$ cat src/rtl/vga_pattern_pkg.sv
// Shared encodings and limits for the VGA pattern datapath (scheduler and colour stage).
package vga_pattern_pkg;

  localparam int unsigned H_VISIBLE = 1280;
  localparam int unsigned V_VISIBLE = 960;
  localparam int unsigned CNT_W     = 12;
  localparam int unsigned RND_W     = 13;
  localparam int unsigned MODE_W    = 3;
  localparam int unsigned COLOUR_W  = 12;
  localparam int unsigned BEAT_W    = 4;

  typedef enum logic [MODE_W-1:0] {
    MODE_OR    = 3'd0,
    MODE_XOR   = 3'd1,
    MODE_AND   = 3'd2,
    MODE_NAND  = 3'd3,
    MODE_XNOR  = 3'd4,
    MODE_SPLIT = 3'd5
  } mode_e;

  typedef enum logic [1:0] {
    ST_WAIT_BEAT = 2'd0,
    ST_ARMED     = 2'd1,
    ST_COMMIT    = 2'd2
  } sched_state_e;

  typedef struct packed {
    mode_e                mode;
    logic [2:0]           slope;
    logic [5:0]           offset;
    logic [COLOUR_W-1:0]  colour_a;
    logic [COLOUR_W-1:0]  colour_b;
  } pattern_params_t;

  // Sequential mode advance with wrap at num_modes-1.
  function automatic logic [MODE_W-1:0] next_mode(input logic [MODE_W-1:0] cur,
                                                  input int unsigned num_modes);
    return (cur == MODE_W'(num_modes - 1)) ? '0 : MODE_W'(cur + MODE_W'(1));
  endfunction

  // Folds an out-of-range random mode index back into 0..num_modes-1.
  function automatic logic [MODE_W-1:0] fold_mode(input logic [MODE_W-1:0] raw,
                                                  input int unsigned num_modes);
    return (32'(raw) >= num_modes) ? MODE_W'(32'(raw) - num_modes) : raw;
  endfunction

endpackage

$ cat src/rtl/frame_boundary_det.sv
// Detects the first non-visible line start; boundary_c is the raw match, boundary_pulse
// is its one-cycle registered copy.
module frame_boundary_det
  import vga_pattern_pkg::*;
#(
  parameter int unsigned V_MAX = V_VISIBLE
) (
  input  logic             clk_in,
  input  logic             reset,
  input  logic [CNT_W-1:0] h_count,
  input  logic [CNT_W-1:0] v_count,
  output logic             boundary_c,
  output logic             boundary_pulse
);

  assign boundary_c = (v_count == CNT_W'(V_MAX)) && (h_count == '0);

  always_ff @(posedge clk_in or negedge reset) begin
    if (!reset) boundary_pulse <= 1'b0;
    else        boundary_pulse <= boundary_c;
  end

endmodule

$ cat src/rtl/pattern_scheduler.sv
// Picks pattern mode/colour/geometry on tempo beats and commits them at the frame boundary.
// Optional: define PATTERN_SCHED_RANDOM_MODE_EN to take the next mode from rnd_a[12:10].
module pattern_scheduler
  import vga_pattern_pkg::*;
#(
  parameter int unsigned BEATS_PER_STEP = 4,
  parameter int unsigned NUM_MODES      = 6,
  parameter int unsigned V_PIXEL_MAX    = V_VISIBLE
) (
  input  logic                clk_in,
  input  logic                reset,
  input  logic                half_sec_pulse,
  input  logic                freeze,
  input  logic [CNT_W-1:0]    h_count,
  input  logic [CNT_W-1:0]    v_count,
  input  logic [RND_W-1:0]    rnd_a,
  input  logic [RND_W-1:0]    rnd_b,
  input  logic [RND_W-1:0]    rnd_c,
  output logic [MODE_W-1:0]   mode,
  output logic [2:0]          slope,
  output logic [5:0]          offset,
  output logic [COLOUR_W-1:0] colour_a,
  output logic [COLOUR_W-1:0] colour_b,
  output logic                param_update
);

  logic            boundary_c;
  logic            boundary_pulse;
  sched_state_e    state;
  logic [BEAT_W-1:0] beat_cnt;
  logic            snap_valid;
  pattern_params_t snap_q;
  pattern_params_t params_q;
  pattern_params_t snap_next_c;
  logic [MODE_W-1:0] mode_next_c;
  logic            unused_rnd_c;

  frame_boundary_det #(
    .V_MAX(V_PIXEL_MAX)
  ) u_boundary_det (
    .clk_in         (clk_in),
    .reset          (reset),
    .h_count        (h_count),
    .v_count        (v_count),
    .boundary_c     (boundary_c),
    .boundary_pulse (boundary_pulse)
  );

`ifdef PATTERN_SCHED_RANDOM_MODE_EN
  assign mode_next_c  = fold_mode(rnd_a[12:10], NUM_MODES);
  assign unused_rnd_c = ^{rnd_a[9], rnd_b[12], rnd_c[12]};
`else
  assign mode_next_c  = next_mode(params_q.mode, NUM_MODES);
  assign unused_rnd_c = ^{rnd_a[12:9], rnd_b[12], rnd_c[12]};
`endif

  // Parameter set sampled in the boundary cycle itself.
  always_comb begin
    snap_next_c          = '0;
    snap_next_c.mode     = mode_e'(mode_next_c);
    snap_next_c.slope    = rnd_a[2:0];
    snap_next_c.offset   = rnd_a[8:3];
    snap_next_c.colour_a = rnd_b[COLOUR_W-1:0];
    snap_next_c.colour_b = rnd_c[COLOUR_W-1:0];
  end

  // snap_valid marks that the boundary behind boundary_pulse was seen while already ARMED,
  // so a boundary coinciding with the arming beat is never committed late.
  always_ff @(posedge clk_in or negedge reset) begin
    if (!reset) begin
      state        <= ST_WAIT_BEAT;
      beat_cnt     <= '0;
      snap_valid   <= 1'b0;
      snap_q       <= '0;
      params_q     <= '0;
      param_update <= 1'b0;
    end else begin
      param_update <= 1'b0;
      snap_valid   <= (state == ST_ARMED) && boundary_c;
      if ((state == ST_ARMED) && boundary_c) snap_q <= snap_next_c;
      case (state)
        ST_WAIT_BEAT: begin
          if (half_sec_pulse && !freeze) begin
            if (beat_cnt == BEAT_W'(BEATS_PER_STEP - 1)) begin
              state    <= ST_ARMED;
              beat_cnt <= '0;
            end else begin
              beat_cnt <= beat_cnt + BEAT_W'(1);
            end
          end
        end
        ST_ARMED: begin
          if (freeze) begin
            state    <= ST_WAIT_BEAT;
            beat_cnt <= '0;
          end else if (boundary_pulse && snap_valid) begin
            state <= ST_COMMIT;
          end
        end
        ST_COMMIT: begin
          state        <= ST_WAIT_BEAT;
          params_q     <= snap_q;
          param_update <= 1'b1;
        end
        default: state <= ST_WAIT_BEAT;
      endcase
    end
  end

  assign mode     = params_q.mode;
  assign slope    = params_q.slope;
  assign offset   = params_q.offset;
  assign colour_a = params_q.colour_a;
  assign colour_b = params_q.colour_b;

endmodule

$ cat config.mk
export PLATFORM = sky130hd
export DESIGN_NAME = pattern_scheduler
export DESIGN_NICKNAME = d
export VERILOG_FILES = /design/src/rtl/vga_pattern_pkg.sv /design/src/rtl/frame_boundary_det.sv /design/src/rtl/pattern_scheduler.sv
export SDC_FILE = /design/constraint.sdc
export NUM_CORES = 1
export LEC_CHECK = 0
export ABC_AREA = 1
export CORE_UTILIZATION = 47
export CTS_CLUSTER_DIAMETER = 120
export CTS_CLUSTER_SIZE = 8
export DETAILED_ROUTE_END_ITERATION = 6
export GPL_ROUTABILITY_DRIVEN = 0
export HOLD_SLACK_MARGIN = 0.12
export PLACE_DENSITY = 0.9
export SYNTH_ARGS = -nofsm -noshare
export SYNTH_HDL_FRONTEND = slang
export SYNTH_SLANG_ARGS = --single-unit
export TNS_END_PERCENT = 5
$ cat constraint.sdc
create_clock -name clk_in -period 1.6 [get_ports clk_in]
set_clock_uncertainty 0.05 [all_clocks]
set_input_delay 0.24 -clock clk_in [delete_from_list [all_inputs] [get_ports clk_in]]
set_output_delay 0.24 -clock clk_in [all_outputs]
set_load 0.005 [all_outputs]
==> results of run 1 <==
[cell usage in the layout (no fill, tap or decap), types with 3 or more instances in the layout]
cell,count
dfrtp_1,81
inv_1,13
nand3_1,39
o21ai_0,6
nor2_1,13
clkbuf_8,9
inv_2,3
clkdlybuf4s50_1,96
nand2_1,196
buf_12,4
buf_4,7
nor2_4,4
[routing by layer]
| layer | GRT usage | vias to the layer above | wire length [microns] |
|---|---|---|---|
| met5 | 0 | - | 0 |
| met4 | 0.0864 | 0 | 160 |
| met3 | 0.0457 | 17 | 488 |
| met2 | 0.382 | 113 | 4040 |
| met1 | 0.270 | 1372 | 3250 |
| li1 | - | 1405 | - |
[cells by family after synthesis]
logic type	count (synthesis)	share of synthesized area
and+or+nand+nor	259	0.324
DFF	81	0.599
buffers and inverters	33	0.0518
AOI/OAI and AO/OA	11	0.0192
xor gates and xnor gates	1	0.00259
adders and majority gates	1	0.00370
[registers in the layout, indices dropped and copies added, names as in the netlist]
| name | count |
|---|---|
| beat_cnt | 4 |
| colour_a | 12 |
| colour_b | 12 |
| mode | 3 |
| offset | 6 |
| param_update | 1 |
| slope | 3 |
| snap_q | 36 |
| snap_valid | 1 |
| state | 2 |
| u_boundary_det.boundary_pulse | 1 |
[final cells by class]
type	count	area, sq um
multi-input cells	272	1190
repair buffers	109	1110
inverters	16	60.1
flip-flops and latches	81	2030
well taps	96	120
clock inverters	7	100
clock buffers	9	124
fillers	533	2130
[what timing repair did]
item | in CTS | in global routing
cloned | 0 | 0
resized for setup | 0 | 1
hold buffers | 1 | 0
endpoints found under the setup margin | 1 | 3
pin swaps | 0 | 0
endpoints found under the hold margin | 81 | 0
setup buffers | 1 | 1
[stage by stage]
step	std cells	hold WS, ps	total power, mW
finish	590	274	4.37
global placement	571	103	2.70
detailed placement	571	109	2.73
global route	590	287	4.57
CTS	589	273	4.40
floorplan	386	-106	2.44
[power by group through the flow]
stage	clock network, mW	logic (mW)	registers, mW
floorplan	0	0.292	2.15
global placement	0	0.540	2.16
detailed placement	0	0.565	2.17
CTS	1.70	0.573	2.13
global route	1.79	0.646	2.13
finish	1.66	0.583	2.13
[worst max path at each step]
stage / end / startpoint / slack, ps / cells past startpoint
4_1_cts: mode[0] / mode[0]$_DFFE_PN0P_ / 5 / 1
2_1_floorplan: snap_q[6]$_DFFE_PN0P_ / state[1]$_DFFE_PN0P_ / 370 / 7
5_1_grt: mode[0] / mode[0]$_DFFE_PN0P_ / 3 / 1
3_5_place_dp: snap_q[35]$_DFFE_PN0P_ / h_count[0] / -100 / 9
3_3_place_gp: snap_q[11]$_DFFE_PN0P_ / h_count[11] / -50 / 9
6_report: mode[0] / mode[0]$_DFFE_PN0P_ / 50 / 1
==> flow_summary.json, run 1 <==
{
  "clk_pin_slew_ps": 90,
  "ys_top_cells_by_area": "dfrtp_1 60%, nand2_1 22%, nand3_1 5.8%",
  "ys_warn_count": 0,
  "power.leakage_nw": 2.51,
  "r2r-start": "state[1]$_DFFE_PN0P_",
  "grt_pass1_wl_mm": 12.7,
  "criticalPathCategory": "reg2out",
  "required_ps": 1310,
  "max_cap_viol_count": 0,
  "dieArea_sq_um": 7540,
  "power-per-cell-area_nw_per_um2": 922,
  "critPathBufInv": 1,
  "cts.sinks": 81,
  "period_minus_slack_ps": 1550,
  "synth_commonest_cells": "196 x nand2_1, 81 x dfrtp_1, 39 x nand3_1",
  "synth_edf_count": 0,
  "setup_violations": 0,
  "post-route-period-util": 0.970,
  "hold_class": "in2async",
  "rrSetupSlack_ps": 130,
  "timing.rr.end": "snap_q[28]$_DFFE_PN0P_",
  "critPathMaxStageDelay_ps": 530,
  "async_flop_share": 1.00,
  "clkPwrFrac": 0.379,
  "die_w_microns": 86.8,
  "slew_violations": 0,
  "route.detailed.drc": 0,
  "syn_area_per_cell_sq_um": 8.76,
  "n_antenna_cell": 0,
  "synth.top_cell.area_share": 0.599,
  "grt_pass1_vias": 2844,
  "routedWlPerCell_microns": 13.4,
  "worst_slew_margin_rel": 0.604,
  "viasPerCell": 4.93,
  "dr.pass1.iters": 4,
  "critPathCaptureType": "primary output",
  "cp_slowest_cell": "clkdlybuf4s50_1",
  "syn2layout_area_growth_pct": 39.9,
  "switching_power_mw": 1.15,
  "yosysSeqAreaShare": 0.599,
  "final_hold_viol_count": 0,
  "worstPathMaxFanout": 4,
  "dp_slack_ps": -102,
  "htreeDepth": 3,
  "grt.total_usage": 0.221,
  "synth_area_sq_um": 3380,
  "final_area_sq_um": 4730,
  "grt_max_degree": 42,
  "rows": 30,
  "p_sw_frac": 0.263,
  "overflow": 0,
  "dp_hpwl_mm": 5.50,
  "drive_above_1_share": 0.0830,
  "drtAntennaViolNets": 0,
  "utilization": 0.689,
  "cp.arrival_ps": 1260,
  "worstMarginPinSlew_ps": 593,
  "synth_cell_types": 23,
  "crit_family": "buffers and inverters",
  "startpoint_type": "flip-flop",
  "syn-num-nets": 454,
  "seq_power_share": 0.487,
  "p_comb_frac": 0.134,
  "internal_power_mw": 3.22,
  "initial_core_util": 0.493,
  "core_area_sq_um": 6870,
  "crit_path_cell_trace": "clkdlybuf4s50_1",
  "rsz0062_at_grt": "false",
  "io_buffers": 97,
  "fin_ws_ps": 47.5,
  "totalNegativeSetupSlack_ps": 0,
  "drt-initial-drc-count": 153,
  "dpl_cell_area_sq_um": 4480,
  "ys_ff_latch": 81,
  "final_nets": 557,
  "synth.most_common_cell": "nand2_1",
  "antenna_found_initial": 0,
  "cts_max_path_buffers": 2,
  "synth_top_area_cell": "dfrtp_1",
  "vias": 2907,
  "synth_cells": 386,
  "wl_mm": 7.93,
  "numCtsBuffers": 9,
  "status": "finished, final reports clean",
  "die_h_microns": 86.8,
  "worstSkewPairLatency_ps": 340,
  "ir_worst_vdd_uv": 591,
  "ys.flop_type": "dfrtp_1",
  "cts_tree": "built",
  "max_freq_ghz": 0.644,
  "clock-root-buffer": "clkbuf_8",
  "rr_worst_depth": 7,
  "pin_count": 104
}
No activity file was read; power rests on OpenSTA's default activity.
==> run 2, diff against run 1 <==
--- a/config.mk
+++ b/config.mk
@@ -6,13 +6,13 @@
 export NUM_CORES = 1
 export LEC_CHECK = 0
 export ABC_AREA = 1
-export CORE_UTILIZATION = 47
+export CORE_UTILIZATION = 28
 export CTS_CLUSTER_DIAMETER = 120
 export CTS_CLUSTER_SIZE = 8
 export DETAILED_ROUTE_END_ITERATION = 6
 export GPL_ROUTABILITY_DRIVEN = 0
 export HOLD_SLACK_MARGIN = 0.12
-export PLACE_DENSITY = 0.9
+export PLACE_DENSITY = 0.63
 export SYNTH_ARGS = -nofsm -noshare
 export SYNTH_HDL_FRONTEND = slang
 export SYNTH_SLANG_ARGS = --single-unit
==> run 2 against run 1 <==
Net effect: cell area is 3.0% higher; largest power group unchanged; largest cell class unchanged; clock-buffer cell count increased by 2; the flow now finishes with violations (design-rule violations); via count shrank 3.1%.
==> flow_summary.json, run 2 (synthesized netlist as in run 1, its figures left out) <==
{
  "status": "complete, but fails checks",
  "violations": "design-rule violations",
  "critPathCaptureType": "primary output",
  "critPathMaxStageDelay_ps": 540,
  "final_area_sq_um": 4880,
  "drt-initial-drc-count": 208,
  "route.detailed.drc": 9,
  "die_w_microns": 112,
  "routedWlPerCell_microns": 13.1,
  "critPathBufInv": 1,
  "worstSkewPairLatency_ps": 330,
  "power-per-cell-area_nw_per_um2": 993,
  "startpoint_type": "flip-flop",
  "cp.arrival_ps": 1280,
  "max_cap_viol_count": 0,
  "vias": 2818,
  "clock-root-buffer": "clkbuf_16",
  "cp_slowest_cell": "clkdlybuf4s50_1",
  "drive_above_1_share": 0.0791,
  "largest_reg_flops": 36,
  "power.leakage_nw": 2.54,
  "cts_tree": "built",
  "internal_power_mw": 3.62,
  "totalNegativeSetupSlack_ps": 0,
  "dp_cells": 618,
  "post-route-period-util": 0.979,
  "worstPathMaxFanout": 5,
  "slew_violations": 0,
  "hold_ws_ps": 315,
  "overflow": 0,
  "wl_mm": 8.32,
  "rrSetupSlack_ps": 220,
  "switching_power_mw": 1.22,
  "dp_hpwl_mm": 5.56,
  "worstMarginPinSlew_ps": 636,
  "rows": 39,
  "cts_max_path_buffers": 2,
  "clk_pin_slew_ps": 60,
  "seq_power_share": 0.440,
  "max_freq_ghz": 0.639,
  "final_cell_mix": "196 x nand2_1, 96 x clkdlybuf4s50_1, 81 x dfrtp_1",
  "io_buffers": 97,
  "core_area_sq_um": 11600,
  "required_ps": 1310,
  "numCtsBuffers": 9,
  "final_common_cell": "nand2_1",
  "p_comb_frac": 0.127,
  "top_register": "snap_q",
  "grt_max_degree": 40,
  "setup_violations": 0,
  "hold_class": "in2async",
  "crit_path_cell_trace": "clkdlybuf4s50_1",
  "dr.pass1.iters": 6,
  "htreeDepth": 3,
  "cts.sinks": 81,
  "antenna_found_initial": 0,
  "final_hold_viol_count": 0,
  "dieArea_sq_um": 12500,
  "grt.total_usage": 0.140,
  "die_h_microns": 112,
  "stdcell_count": 636,
  "clkPwrFrac": 0.432,
  "criticalPathCategory": "reg2out",
  "syn2layout_area_growth_pct": 44.2,
  "grt_pass1_vias": 2796,
  "n_antenna_cell": 0,
  "dpl_cell_area_sq_um": 4550,
  "power_mw": 4.84,
  "p_sw_frac": 0.253,
  "pin_count": 104,
  "grt_pass1_wl_mm": 13.6,
  "worst_slew_margin_rel": 0.575,
  "viasPerCell": 4.43,
  "final_nets": 556,
  "crit_family": "buffers and inverters",
  "ir_worst_vdd_uv": 453,
  "initial_core_util": 0.291,
  "drtAntennaViolNets": 0,
  "rsz0062_at_grt": "false",
  "period_minus_slack_ps": 1570
}
run 2: power by group through the flow:
stage          registers [mW]  clock network, mW  logic (mW)
5_1_grt                  2.14               2.25       0.685
2_1_floorplan            2.15                  0       0.292
3_5_place_dp             2.17                  0       0.625
6_report                 2.13               2.09       0.617
4_1_cts                  2.13               2.16       0.628
3_3_place_gp             2.16                  0       0.607
run 2: layer usage:
metal  vias to the layer above  share of wire  wire (microns)  track usage
li1                       1405              -               -            -
met1                      1308           0.44            3700        0.173
met2                        91           0.46            3860        0.224
met3                        14          0.073             608       0.0425
met4                         0          0.019             155       0.0658
met5                         -              0               0            0
run 2: cell type report:
cell class                 count  area (sq um)
fill                        1175          6740
sequential                    81          2030
multi-input combinational    272          1190
timing repair buffer         108          1120
clock buffer                  11           243
tap                          143           179
clock inverter                 5          63.8
inverter                      16          60.1
run 2: final timing paths:
check	to	cells after the start	start
setup / recovery	mode[0]	1	mode[0]$_DFFE_PN0P_
hold / removal	snap_q[26]$_DFFE_PN0P_	2	reset
setup reg to reg	beat_cnt[2]$_DFFE_PN0P_	7	state[1]$_DFFE_PN0P_
hold reg to reg	colour_b[3]$_DFFE_PN0P_	2	colour_b[3]$_DFFE_PN0P_
max in group asynchronous	snap_q[28]$_DFFE_PN0P_	3	reset
min in group clk_in	snap_q[21]$_DFFE_PN0P_	3	rnd_b[9]
run 2: repair_timing:
action / 4_1_cts / 5_1_grt
hold buffers: 1 / 0
buffers inserted: 0 / 1
endpoints found under the setup margin: 0 / 1
hold endpoints to repair: 24 / 0
gates resized for setup: 0 / 0
run 2: stage by stage:
| step | setup slack, ps | utilization |
|---|---|---|
| 2_1_floorplan | 373 | - |
| 3_3_place_gp | -80.6 | 0.392 |
| 3_5_place_dp | -88.5 | 0.392 |
| 4_1_cts | 11.4 | 0.419 |
| 5_1_grt | 3.01 | 0.420 |
| 6_report | 34.3 | 0.420 |
